$ cat src/rtl/synaptic_sram_arbiter.sv
// Synaptic SRAM arbiter: shares one single-port synaptic bank between
// inference reads and learning read-modify-write updates.
//
// Ports:
//   CK, RST                   clock, synchronous active-high reset
//   RD_REQ/RD_ADDR            inference read request (held until RD_GNT)
//   RD_GNT                    read accepted this cycle (combinational)
//   RD_VALID/RD_DATA          read result, one cycle after the grant
//   UPD_REQ/UPD_ADDR/UPD_DELTA  learning update request (held until UPD_GNT)
//   UPD_GNT                   update accepted this cycle (combinational)
//   UPD_DONE                  pulse in the cycle the update write is issued
//   ADDR_ERR                  sticky out-of-range address flag
//   SRAM_CS/WE/A/D, SRAM_Q    single-port bank, 1-cycle read, read-before-write
module synaptic_sram_arbiter #(
  parameter int unsigned DATA_WIDTH   = 32,
  parameter int unsigned TOTAL_DEPTH  = 12544,
  parameter int unsigned STARVE_LIMIT = 8,
  localparam int unsigned AW          = $clog2(TOTAL_DEPTH)
) (
  input  logic                  CK,
  input  logic                  RST,
  input  logic                  RD_REQ,
  input  logic [AW-1:0]         RD_ADDR,
  output logic                  RD_GNT,
  output logic                  RD_VALID,
  output logic [DATA_WIDTH-1:0] RD_DATA,
  input  logic                  UPD_REQ,
  input  logic [AW-1:0]         UPD_ADDR,
  input  logic [DATA_WIDTH-1:0] UPD_DELTA,
  output logic                  UPD_GNT,
  output logic                  UPD_DONE,
  output logic                  ADDR_ERR,
  output logic                  SRAM_CS,
  output logic                  SRAM_WE,
  output logic [AW-1:0]         SRAM_A,
  output logic [DATA_WIDTH-1:0] SRAM_D,
  input  logic [DATA_WIDTH-1:0] SRAM_Q
);

  localparam int unsigned SW = $clog2(STARVE_LIMIT + 1);

  typedef enum logic {
    IDLE   = 1'b0,
    RMW_WR = 1'b1
  } state_t;

  state_t                state;
  logic [SW-1:0]         starve_cnt;
  logic [AW-1:0]         upd_addr_q;
  logic [DATA_WIDTH-1:0] upd_delta_q;
  logic                  upd_oor_q;
  logic                  rd_valid_q;
  logic                  rd_oor_q;
  logic                  upd_done_q;
  logic                  addr_err_q;

  logic                  rd_oor;
  logic                  upd_oor;
  logic                  starved;
  logic [DATA_WIDTH:0]   sum;
  logic [DATA_WIDTH-1:0] sat_sum;

  // Address range checks and starvation condition
  always_comb begin
    rd_oor  = 32'(RD_ADDR) >= 32'(TOTAL_DEPTH);
    upd_oor = 32'(UPD_ADDR) >= 32'(TOTAL_DEPTH);
    starved = starve_cnt == SW'(STARVE_LIMIT);
  end

  // Saturating add of the old word (returned by the RMW read) and the delta
  always_comb begin
    sum     = {SRAM_Q[DATA_WIDTH-1], SRAM_Q} + {upd_delta_q[DATA_WIDTH-1], upd_delta_q};
    sat_sum = sum[DATA_WIDTH-1:0];
    if (sum[DATA_WIDTH] != sum[DATA_WIDTH-1]) begin
      sat_sum = sum[DATA_WIDTH] ? {1'b1, {(DATA_WIDTH-1){1'b0}}}
                                : {1'b0, {(DATA_WIDTH-1){1'b1}}};
    end
  end

  // Grant arbitration and SRAM port drive
  always_comb begin
    RD_GNT  = 1'b0;
    UPD_GNT = 1'b0;
    SRAM_CS = 1'b0;
    SRAM_WE = 1'b0;
    SRAM_A  = '0;
    SRAM_D  = '0;
    if (!RST) begin
      if (state == IDLE) begin
        if (UPD_REQ && (!RD_REQ || starved)) begin
          UPD_GNT = 1'b1;
          SRAM_CS = !upd_oor;
          SRAM_A  = UPD_ADDR;
        end else if (RD_REQ) begin
          RD_GNT  = 1'b1;
          SRAM_CS = !rd_oor;
          SRAM_A  = RD_ADDR;
        end
      end else begin
        // Write-back half of the RMW; suppressed for an out-of-range address
        SRAM_CS = !upd_oor_q;
        SRAM_WE = !upd_oor_q;
        SRAM_A  = upd_addr_q;
        SRAM_D  = sat_sum;
      end
    end
  end

  // State, starve counter, update latch and registered status
  always_ff @(posedge CK) begin
    if (RST) begin
      state       <= IDLE;
      starve_cnt  <= '0;
      upd_addr_q  <= '0;
      upd_delta_q <= '0;
      upd_oor_q   <= 1'b0;
      rd_valid_q  <= 1'b0;
      rd_oor_q    <= 1'b0;
      upd_done_q  <= 1'b0;
      addr_err_q  <= 1'b0;
    end else begin
      rd_valid_q <= RD_GNT;
      rd_oor_q   <= RD_GNT && rd_oor;
      upd_done_q <= UPD_GNT;
      if ((RD_GNT && rd_oor) || (UPD_GNT && upd_oor)) begin
        addr_err_q <= 1'b1;
      end
      case (state)
        IDLE: begin
          if (UPD_GNT) begin
            starve_cnt  <= '0;
            upd_addr_q  <= UPD_ADDR;
            upd_delta_q <= UPD_DELTA;
            upd_oor_q   <= upd_oor;
            state       <= RMW_WR;
          end else if (UPD_REQ && !starved) begin
            starve_cnt <= starve_cnt + SW'(1);
          end
        end
        default: state <= IDLE;
      endcase
    end
  end

  // Read data is forced to zero unless a valid in-range read completed
  always_comb begin
    RD_VALID = rd_valid_q;
    RD_DATA  = (rd_valid_q && !rd_oor_q) ? SRAM_Q : '0;
    UPD_DONE = upd_done_q;
    ADDR_ERR = addr_err_q;
  end

endmodule

$ cat config.mk
export PLATFORM = sky130hd
export DESIGN_NAME = synaptic_sram_arbiter
export DESIGN_NICKNAME = d
export VERILOG_FILES = /design/src/rtl/synaptic_sram_arbiter.sv
export SDC_FILE = /design/constraint.sdc
export NUM_CORES = 1
export LEC_CHECK = 0
export CAP_MARGIN = 0
export CORE_MARGIN = 5
export CORE_UTILIZATION = 40
export DETAILED_ROUTE_END_ITERATION = 12
export GPL_TIMING_DRIVEN = 0
export MAX_ROUTING_LAYER = met4
export PLACE_DENSITY = 0.74
export SYNTH_ARGS = -nofsm -noshare
export SYNTH_HDL_FRONTEND = slang
export SYNTH_SLANG_ARGS = --single-unit
$ cat constraint.sdc
create_clock -name CK -period 7.1 [get_ports CK]
set_clock_uncertainty 0.1 [all_clocks]
set_input_delay 2.13 -clock CK [delete_from_list [all_inputs] [get_ports CK]]
set_output_delay 2.13 -clock CK [all_outputs]
set_load 0.01 [all_outputs]
# After elaboration in Yosys (flattened, before gate mapping)

Index checks and enable logic that the tools add are counted.

Register bits: 56
Input bits: 96
Output and inout port bits: 85
Word-level logic and storage cells: 58

Add/subtract/negate cells: 2
Magnitude comparators: 2
Equality and inequality tests: 2
Mux-type cells: 25
Bitwise logic cells: 1
Reductions and logical operators: 17

Operators by type and width:

| kind                                                      | number |
|---|---|
| two-way mux 32 bit                                        | 5 |
| two-way mux 14 bit                                        | 4 |
| adder 32 x 32 -> 33 bit                                   | 1 |
| greater-or-equal comparator 14 bit, second input constant | 2 |
| two-way mux 1 bit                                         | 14 |
| two-way mux 4 bit                                         | 2 |
| zero test 1 bit                                           | 6 |
| logical AND 1 bit                                         | 5 |
| adder 4 x 1 -> 4 bit, second input constant               | 1 |
| equality test 4 bit, second input constant                | 1 |
| AND reduction 2 bit                                       | 2 |
| logical OR 1 bit                                          | 2 |
| nonzero test 2 bit                                        | 1 |
| OR reduction 2 bit                                        | 1 |
| != test 1 bit                                             | 1 |
| inverter 1 bit                                            | 1 |

# Logic depth before layout (Yosys ltp)

Gate-level depths: netlist of the first run.

Depth in word-level cells: 8
Depth in mapped cells: 11
Gate-level depth less buffers: 10

# Worst setup path after synthesis of the first run

Ideal clock, no wire load.

Path type: input -> output
Start: input port SRAM_Q[0]
End: output port SRAM_D[10]
Arrival: 4.726 ns
Data required time: 4.870 ns
Slack: 0.144 ns
Stages on the path: 11
Path buffers: 1
Cells stage by stage: ha_1 -> fa_1 -> a211oi_2 -> o311a_1 -> or3_1 -> a32oi_2 -> o2111a_1 -> or4b_4 -> o2111ai_4 -> buf_6 -> a21oi_2

Word-level cells in the longest chain between the ends: 5
Elaborated cells on any way between the ends: 6
Those cells by class: 1 x add/sub; 1 x eq/ne; 4 x mux

RTL lines:

| element                                             | line   | source |
|---|---|---|
| from (decl)                                         | 37     | `input logic [DATA_WIDTH-1:0] SRAM_Q` |
| adder 32 x 32 -> 33 bit (*)                         | 72     | `sum = {SRAM_Q[DATA_WIDTH-1], SRAM_Q} + {upd_delta_q[DATA_WIDTH-1], upd_delta_q};` |
| two-way mux 32 bit or != test 1 bit (tied branches) | 75, 74 |  |
| two-way mux 32 bit (*)                              | 74     | `if (sum[DATA_WIDTH] != sum[DATA_WIDTH-1]) begin` |
| two-way mux 32 bit (*)                              | 89     | `if (state == IDLE) begin` |
| two-way mux 32 bit (*)                              | 88     | `if (!RST) begin` |
| to (decl)                                           | 36     | `output logic [DATA_WIDTH-1:0] SRAM_D,` |

Every way passes the cells marked *; elsewhere a longest branch is shown, timed or not.

# Worst setup path after layout of the first run

Start: input port SRAM_Q[25]
End: output port SRAM_D[15]

Same word-level chain as after synthesis.

==> flow_summary.rst, run 1 <==
.. list-table::
   :header-rows: 1

   * - Metric
     - Value
   * - Result of the run
     - finished, violations left
   * - Failing checks
     - setup timing
   * - Cell chosen for the clock root
     - clkbuf_16
   * - Filler Cells Inserted
     - 1041
   * - Die Span X
     - 118 um
   * - Number of pins exceeding their max-slew limit in the final report
     - 0
   * - Count of non-filler cells in the finished layout
     - 992
   * - Input/output buffers
     - 180
   * - Clock insertion delay at the later pin of the skew report
     - 300 ps
   * - Count of yosys warnings during synthesis
     - 0
   * - Rel. slew slack
     - 58.4%
   * - Number of enable-type register cells in the synthesized netlist
     - 0
   * - Share of cells above drive strength 1
     - 18.3%
   * - Rows
     - 39
   * - Starting Density
     - 40.8%
   * - Number of DRC markers after the initial detailed-route iteration
     - 351
   * - Clk sink count
     - 56
   * - Area growth from synthesis to final layout
     - 55.0%
   * - Required time at the endpoint of the critical path
     - 4870 ps
   * - FMAX
     - 137 MHz
   * - Total Wirelength
     - 17.0 mm
   * - Post-synthesis area per instance
     - 7.29 um^2
   * - Final hold violations
     - 0
   * - Worst min-delay path category
     - flip-flop to flip-flop
   * - First-pass iteration count of the detailed router
     - 5
   * - Final net count
     - 979
   * - Core region area
     - 11400 um^2
   * - Maximum count of clock buffers along a single path
     - 2
   * - Io pins
     - 181
   * - Mean routed wirelength per cell
     - 17.1 um
   * - Power per cell area
     - 137 nW/um^2
   * - Vertical die dimension
     - 118 um
   * - Synthesized area
     - 4660 um^2
   * - Sum of overflow across all layers after global routing
     - 0
   * - Number of vias per cell after detailed routing
     - 5.49
   * - Setup TNS
     - -4910 ps
   * - Number of nets with antenna violations after detailed routing
     - 0
   * - Dominant register cell in the synthesized netlist
     - dfxtp_1
   * - Worst IR Drop VDD
     - 0.118 mV
   * - Share of synthesized area occupied by flip-flops and latches
     - 24.1%
   * - RD Place Congestion
     - 0.903
   * - Worst Tran Pin Value
     - 623 ps
   * - Tot GR Track Use
     - 23.2%
   * - Launching element type of the critical path
     - input pin
   * - Synth async-reset ratio
     - 0%
   * - Number of CTS-inserted buffers
     - 5
   * - Number of endpoints failing setup at the final stage
     - 31
   * - Worst EP arrival
     - 5090 ps
   * - Number of distinct standard cells referenced by the synthesized netlist
     - 56
   * - Multi-input gate area
     - 3610 um^2
   * - Summed area of non-filler cells in the final layout
     - 7220 um^2
   * - Cells after Synth
     - 639
   * - Pin count of the biggest net entering global routing
     - 20
   * - Initial antenna violation count
     - 0
   * - Max-cap violation count
     - 0
   * - Mapped Nets
     - 770
   * - Hpwl dp
     - 12.6 mm
   * - Min Clock Period, post-route
     - 7320 ps
   * - Count of unresolved DRC violations after routing
     - 0
   * - Worst hold-check slack
     - 361 ps
   * - RSZ-0062 raised after global routing
     - true
   * - PnR worst setup slack
     - -219 ps
   * - Wire length of the first global-routing pass
     - 26.4 mm
   * - Worst Path Class, Setup
     - input pin to output pin
   * - Peak fanout along the critical path
     - 8
   * - Area enclosed by the die boundary
     - 13900 um^2
   * - Sequential standard cell area
     - 1120 um^2
   * - Post-synthesis sequential element count
     - 56
   * - Static leakage
     - 3.06 nW
   * - Clock tree from TritonCTS
     - done
   * - CTS clk-pin slew, worst paths
     - 80 ps
   * - Crit end category
     - output pin
   * - Via count of the first global-routing pass
     - 5285
   * - Ant. Diodes
     - 0
   * - Vias post-DR
     - 5445
   * - Number of levels the H-tree was split into
     - 2
   * - Share of the clock period used by the worst path
     - 103%
   * - Placed Cells
     - 962
   * - Area of placed instances
     - 6640 um^2
placed cells by master (no fill, tap or decap), drive strengths merged, types with 4 or more instances in the layout:
cell           synthesis  routed
and3                   4       4
clkdlybuf4s50          0     135
nand2                134     134
nand3                 59      59
dlymetal6s2s           0       6
inv                   12      14
a211oi                 8       8
xor2                  19      19
a21o                  13      13
and2                  34      34
nor3                  10      10
o211ai                 5       5
ha                    34      34
nand4                  8       8
o21ai                 12      12
dlygate4sd2            0       5
a21oi                103     103
nor2                  30      30
o21a                   6       6
buf                    7      67
nor2b                  4       4
clkbuf                33      34
xnor2                 13      13
dfxtp                 56      56
critical path, stage by stage:
cell	delay [ps]
clkdlybuf4s50_1	540
ha_4	250
a21o_1	170
a211oi_2	230
o31ai_1	120
a21oi_1	230
nor2b_2	110
or4b_4	520
o2111ai_4	230
buf_12	170
buf_12	110
buf_8	110
a21oi_2	30
buf_2	140
stage by stage:
step / utilization (%) / worst slack [ps] / total power [mW]
final: 63.2 / -219 / 0.988
after global routing: 63.2 / -362 / 1.03
after floorplan: - / 144 / 0.538
after detailed placement: 58.1 / -1180 / 0.681
after global placement: 58.1 / -1130 / 0.675
after CTS: 61.7 / -303 / 0.966
what timing repair did:
action                                  4_1_cts  5_1_grt
resized for setup                           168       43
endpoints found under the hold margin         0        0
endpoints found under the setup margin       32       39
setup buffers                                17       11
hold buffers                                  0        0
cloned                                        4        0
pin swaps                                    17       22
where the power goes:
part / internal, mW / switching, mW
registers: 0.329 / 0.0118
logic: 0.188 / 0.194
clock network: 0.134 / 0.132
flip-flops by register name, indices dropped and copies added (netlist names):
register / count
starve_cnt: 4
UPD_DONE: 1
state: 1
rd_oor_q: 1
upd_delta_q: 32
ADDR_ERR: 1
upd_addr_q: 14
RD_VALID: 1
upd_oor_q: 1
final cells by class:
class / instances / share of cell area [%]
buffer: 32 / 2.15
clock buffer: 5 / 1.73
clock inverter: 3 / 0.347
inverter: 13 / 0.676
multi-input combinational: 530 / 50.1
sequential: 56 / 15.5
tap: 143 / 2.48
timing repair buffer: 210 / 27.0
cell families after synthesis:
group / after synthesis / share of synthesized area, %
simple gates: 294 / 29.2
compound gates: 169 / 25.5
flops: 56 / 24.1
buf+inv: 53 / 5.24
fa+ha+maj: 35 / 9.56
xor+xnor: 32 / 6.42
routing by layer:
layer	track usage (%)	share of wire (%)	vias up
li1	-	-	2645
met1	29.5	42	2552
met2	39.6	50	222
met3	3.08	6.3	26
met4	4.80	1.7	0
met5	-	0	-
worst paths after layout:
| check | from | slack (ps) | cells past startpoint | to |
|---|---|---|---|---|
| worst min-delay path | upd_addr_q[4]$_SDFFE_PP0P_ | 360 | 2 | upd_addr_q[4]$_SDFFE_PP0P_ |
| worst max-delay path | SRAM_Q[25] | -220 | 14 | SRAM_D[15] |
| worst max register to register | starve_cnt[0]$_SDFFE_PP0P_ | 4210 | 11 | upd_oor_q$_SDFFE_PP0P_ |
| worst min register to register | upd_addr_q[4]$_SDFFE_PP0P_ | 360 | 2 | upd_addr_q[4]$_SDFFE_PP0P_ |
cell usage after synthesis, types with 2 or more instances:
master / number / area share [%]
buf_6: 6 / 1.5
o31ai_1: 2 / 0.32
dfxtp_1: 56 / 24
a211oi_1: 4 / 0.64
inv_1: 12 / 0.97
nand4_1: 8 / 1.1
o211ai_1: 5 / 0.81
clkbuf_1: 33 / 2.7
and3_1: 4 / 0.54
o21ai_0: 11 / 1.2
xor2_1: 19 / 3.6
xnor2_1: 12 / 2.3
a21oi_2: 30 / 5.6
nor3_1: 10 / 1.1
ha_1: 34 / 9.1
a211oi_2: 3 / 0.81
nor2_1: 30 / 2.4
nand2_1: 133 / 11
a21o_2: 2 / 0.38
a21o_1: 11 / 1.8
a211o_1: 2 / 0.38
nand3_1: 59 / 6.3
a31oi_1: 3 / 0.40
or3_1: 3 / 0.40
and2_1: 33 / 4.4
o22a_1: 2 / 0.38
nor2b_1: 4 / 0.54
a21oi_1: 73 / 7.8
or4_1: 2 / 0.32
o21a_1: 5 / 0.81
o21bai_1: 3 / 0.48
No activity file was read; power rests on OpenSTA's default activity.
==> run 2: changes to the inputs <==
--- a/config.mk
+++ b/config.mk
@@ -7,11 +7,11 @@
 export LEC_CHECK = 0
 export CAP_MARGIN = 0
 export CORE_MARGIN = 5
-export CORE_UTILIZATION = 40
+export CORE_UTILIZATION = 38
 export DETAILED_ROUTE_END_ITERATION = 12
-export GPL_TIMING_DRIVEN = 0
 export MAX_ROUTING_LAYER = met4
-export PLACE_DENSITY = 0.74
+export PLACE_DENSITY = 0.71
+export SLEW_MARGIN = 20
 export SYNTH_ARGS = -nofsm -noshare
 export SYNTH_HDL_FRONTEND = slang
 export SYNTH_SLANG_ARGS = --single-unit
==> flow_summary.rst, run 2 (synthesis results as in run 1) <==
.. list-table::
   :header-rows: 1

   * - Metric
     - Value
   * - Result of the run
     - finished, violations left
   * - Failing checks
     - setup timing
   * - Mean routed wirelength per cell
     - 16.0 um
   * - Placement-stage worst setup slack
     - -963 ps
   * - Clock tree from TritonCTS
     - done
   * - Cell chain of the critical path
     - buf_6 > ha_4 > fa_2 > a211oi_2 > o311a_1 > or3_1 > a32oi_2 > o2111a_1 > or4b_4 > o2111ai_4 > buf_6 > buf_16 > a21oi_2 > buf_2
   * - Registers with the most flip-flops
     - upd_delta_q: 32 flops, upd_addr_q: 14 flops, starve_cnt: 4 flops
   * - Share of the clock period used by the worst path
     - 103%
   * - Die Span X
     - 121 um
   * - Count of unresolved DRC violations after routing
     - 0
   * - Min Clock Period, post-route
     - 7280 ps
   * - Area growth from synthesis to final layout
     - 63.9%
   * - Number of DRC markers after the initial detailed-route iteration
     - 318
   * - Number of endpoints failing setup at the final stage
     - 31
   * - Number of CTS-inserted buffers
     - 5
   * - Bufs and invs on worst path
     - 4
   * - Leading cell type in the layout, fill and taps excluded
     - clkdlybuf4s50_1
   * - Core region area
     - 12000 um^2
   * - Crit end category
     - output pin
   * - Final standard cell utilization of the core
     - 63.6%
   * - Total Wirelength
     - 16.5 mm
   * - Tot Pwr
     - 1.04 mW
   * - Clock insertion delay at the later pin of the skew report
     - 290 ps
   * - Static leakage
     - 3.34 nW
   * - Rows
     - 40
   * - Via count of the first global-routing pass
     - 5424
   * - Instance count on the critical path
     - 14
   * - Worst flop-to-flop path startpoint
     - starve_cnt[0]$_SDFFE_PP0P_
   * - RD Place Congestion
     - 0.951
   * - Sum of overflow across all layers after global routing
     - 0
   * - Power per cell area
     - 137 nW/um^2
   * - Required time at the endpoint of the critical path
     - 4870 ps
   * - R2R Setup Slk
     - 4240 ps
   * - Hpwl dp
     - 12.2 mm
   * - Top delay family on crit path
     - compound AO/OA/AOI/OAI gates
   * - Placed Cells
     - 1013
   * - Worst IR Drop VDD
     - 0.103 mV
   * - Launching element type of the critical path
     - input pin
   * - Pin count of the biggest net entering global routing
     - 51
   * - Clk sink count
     - 56
   * - Worst Path Class, Setup
     - input pin to output pin
   * - Number of levels the H-tree was split into
     - 2
   * - Worst EP arrival
     - 5050 ps
   * - Worst setup startpoint
     - SRAM_Q[0]
   * - Number of nets with antenna violations after detailed routing
     - 0
   * - Wire length of the first global-routing pass
     - 26.5 mm
   * - Area enclosed by the die boundary
     - 14600 um^2
   * - Tot GR Track Use
     - 22.4%
   * - Final net count
     - 1018
   * - CTS hold repair buffers
     - 0
   * - Cell chosen for the clock root
     - clkbuf_16
   * - Cell count of the worst reg-to-reg path
     - 12
   * - Rel. slew slack
     - 56.9%
   * - Vertical die dimension
     - 121 um
   * - Io pins
     - 181
   * - Worst Tran Pin Value
     - 646 ps
   * - Maximum count of clock buffers along a single path
     - 2
   * - Last element of the critical path
     - SRAM_D[10]
   * - Capturing point of the worst reg2reg path
     - starve_cnt[0]$_SDFFE_PP0P_
   * - First-pass iteration count of the detailed router
     - 6
   * - Slowest CP cell
     - or4b_4
   * - RSZ-0062 raised after global routing
     - true
   * - Final hold violations
     - 0
   * - Worst hold-check slack
     - 357 ps
   * - Initial antenna violation count
     - 0
   * - Count of non-filler cells in the finished layout
     - 1035
   * - Maximum single-stage delay on the critical path
     - 550 ps
   * - Most flops, register
     - upd_delta_q
   * - Number of vias per cell after detailed routing
     - 5.29
   * - FMAX
     - 137 MHz
   * - Input/output buffers
     - 180
   * - Peak fanout along the critical path
     - 8
   * - Max-cap violation count
     - 0
   * - Ant. Diodes
     - 0
   * - Most numerous cell on the critical path
     - buf_6
   * - Commonest cells after routing, fill and taps aside
     - clkdlybuf4s50_1 (136), nand2_1 (132), buf_4 (90), a21oi_1 (67), nand3_1 (59)
   * - Share of cells above drive strength 1
     - 24.2%
   * - CTS clk-pin slew, worst paths
     - 70 ps
   * - Vias post-DR
     - 5480
   * - Number of flip-flops under the largest register name
     - 32
   * - Starting Density
     - 38.8%
   * - Filler Cells Inserted
     - 1039
   * - PnR worst setup slack
     - -184 ps
   * - Worst min-delay path category
     - flip-flop to flip-flop
   * - Number of pins exceeding their max-slew limit in the final report
     - 0
## run 2: timing repair
item,4_1_cts,5_1_grt
setup endpoints to repair,32,32
cloned,3,1
gates resized for setup,169,27
buffers inserted,9,7
endpoints found under the hold margin,0,0
pin swaps,16,17
## run 2: worst min-delay path, delay by kind of cell (launching register included)
family | cells | cell delay (ps)
simple gates | 1 | 50
compound gates | 1 | 50
flops | 1 | 310
## run 2: how the worst min path moves through the flow
stage,start,to,slack [ps],depth (start not counted)
after floorplan,upd_addr_q[1]$_SDFFE_PP0P_,upd_addr_q[1]$_SDFFE_PP0P_,330,2
after global placement,upd_addr_q[11]$_SDFFE_PP0P_,upd_addr_q[11]$_SDFFE_PP0P_,340,2
after detailed placement,upd_oor_q$_SDFFE_PP0P_,upd_oor_q$_SDFFE_PP0P_,350,2
after CTS,upd_oor_q$_SDFFE_PP0P_,upd_oor_q$_SDFFE_PP0P_,360,2
after global routing,upd_addr_q[3]$_SDFFE_PP0P_,upd_addr_q[3]$_SDFFE_PP0P_,380,2
final,upd_oor_q$_SDFFE_PP0P_,upd_oor_q$_SDFFE_PP0P_,360,2
## run 2: area by class of cell
cell class	instances	area [um^2]	area share [%]
flip-flops and latches	56	1120	14.7
multi-input cells	530	3560	46.7
inverters	13	48.8	0.639
clock inverters	3	42.5	0.557
clock buffers	5	125	1.64
repair buffers	281	2550	33.4
well taps	147	184	2.41
## run 2: per-layer routing
layer  part of all wire [%]  wire length [um]  vias up  track usage (%)
met2                     49              8140      191             38.1
met4                    1.5               255        0             5.17
met5                      0                 0        -                -
met1                     44              7320     2549             28.6
met3                    4.9               810       16             2.71
li1                       -                 -     2724                -
## run 2: power breakdown
part / internal, mW / total [mW] / switching (mW)
Combinational: 0.222 / 0.417 / 0.195
Sequential: 0.329 / 0.342 / 0.0133
Clock: 0.166 / 0.284 / 0.117
Total: 0.717 / 1.04 / 0.326
## run 2: metrics by stage
stage / setup TNS [ps] / instance area, um^2
floorplan: 0 / 4660
global placement: -27120 / 7160
detailed placement: -29010 / 7160
CTS: -8470 / 7480
global route: -8960 / 7630
finish: -5180 / 7630
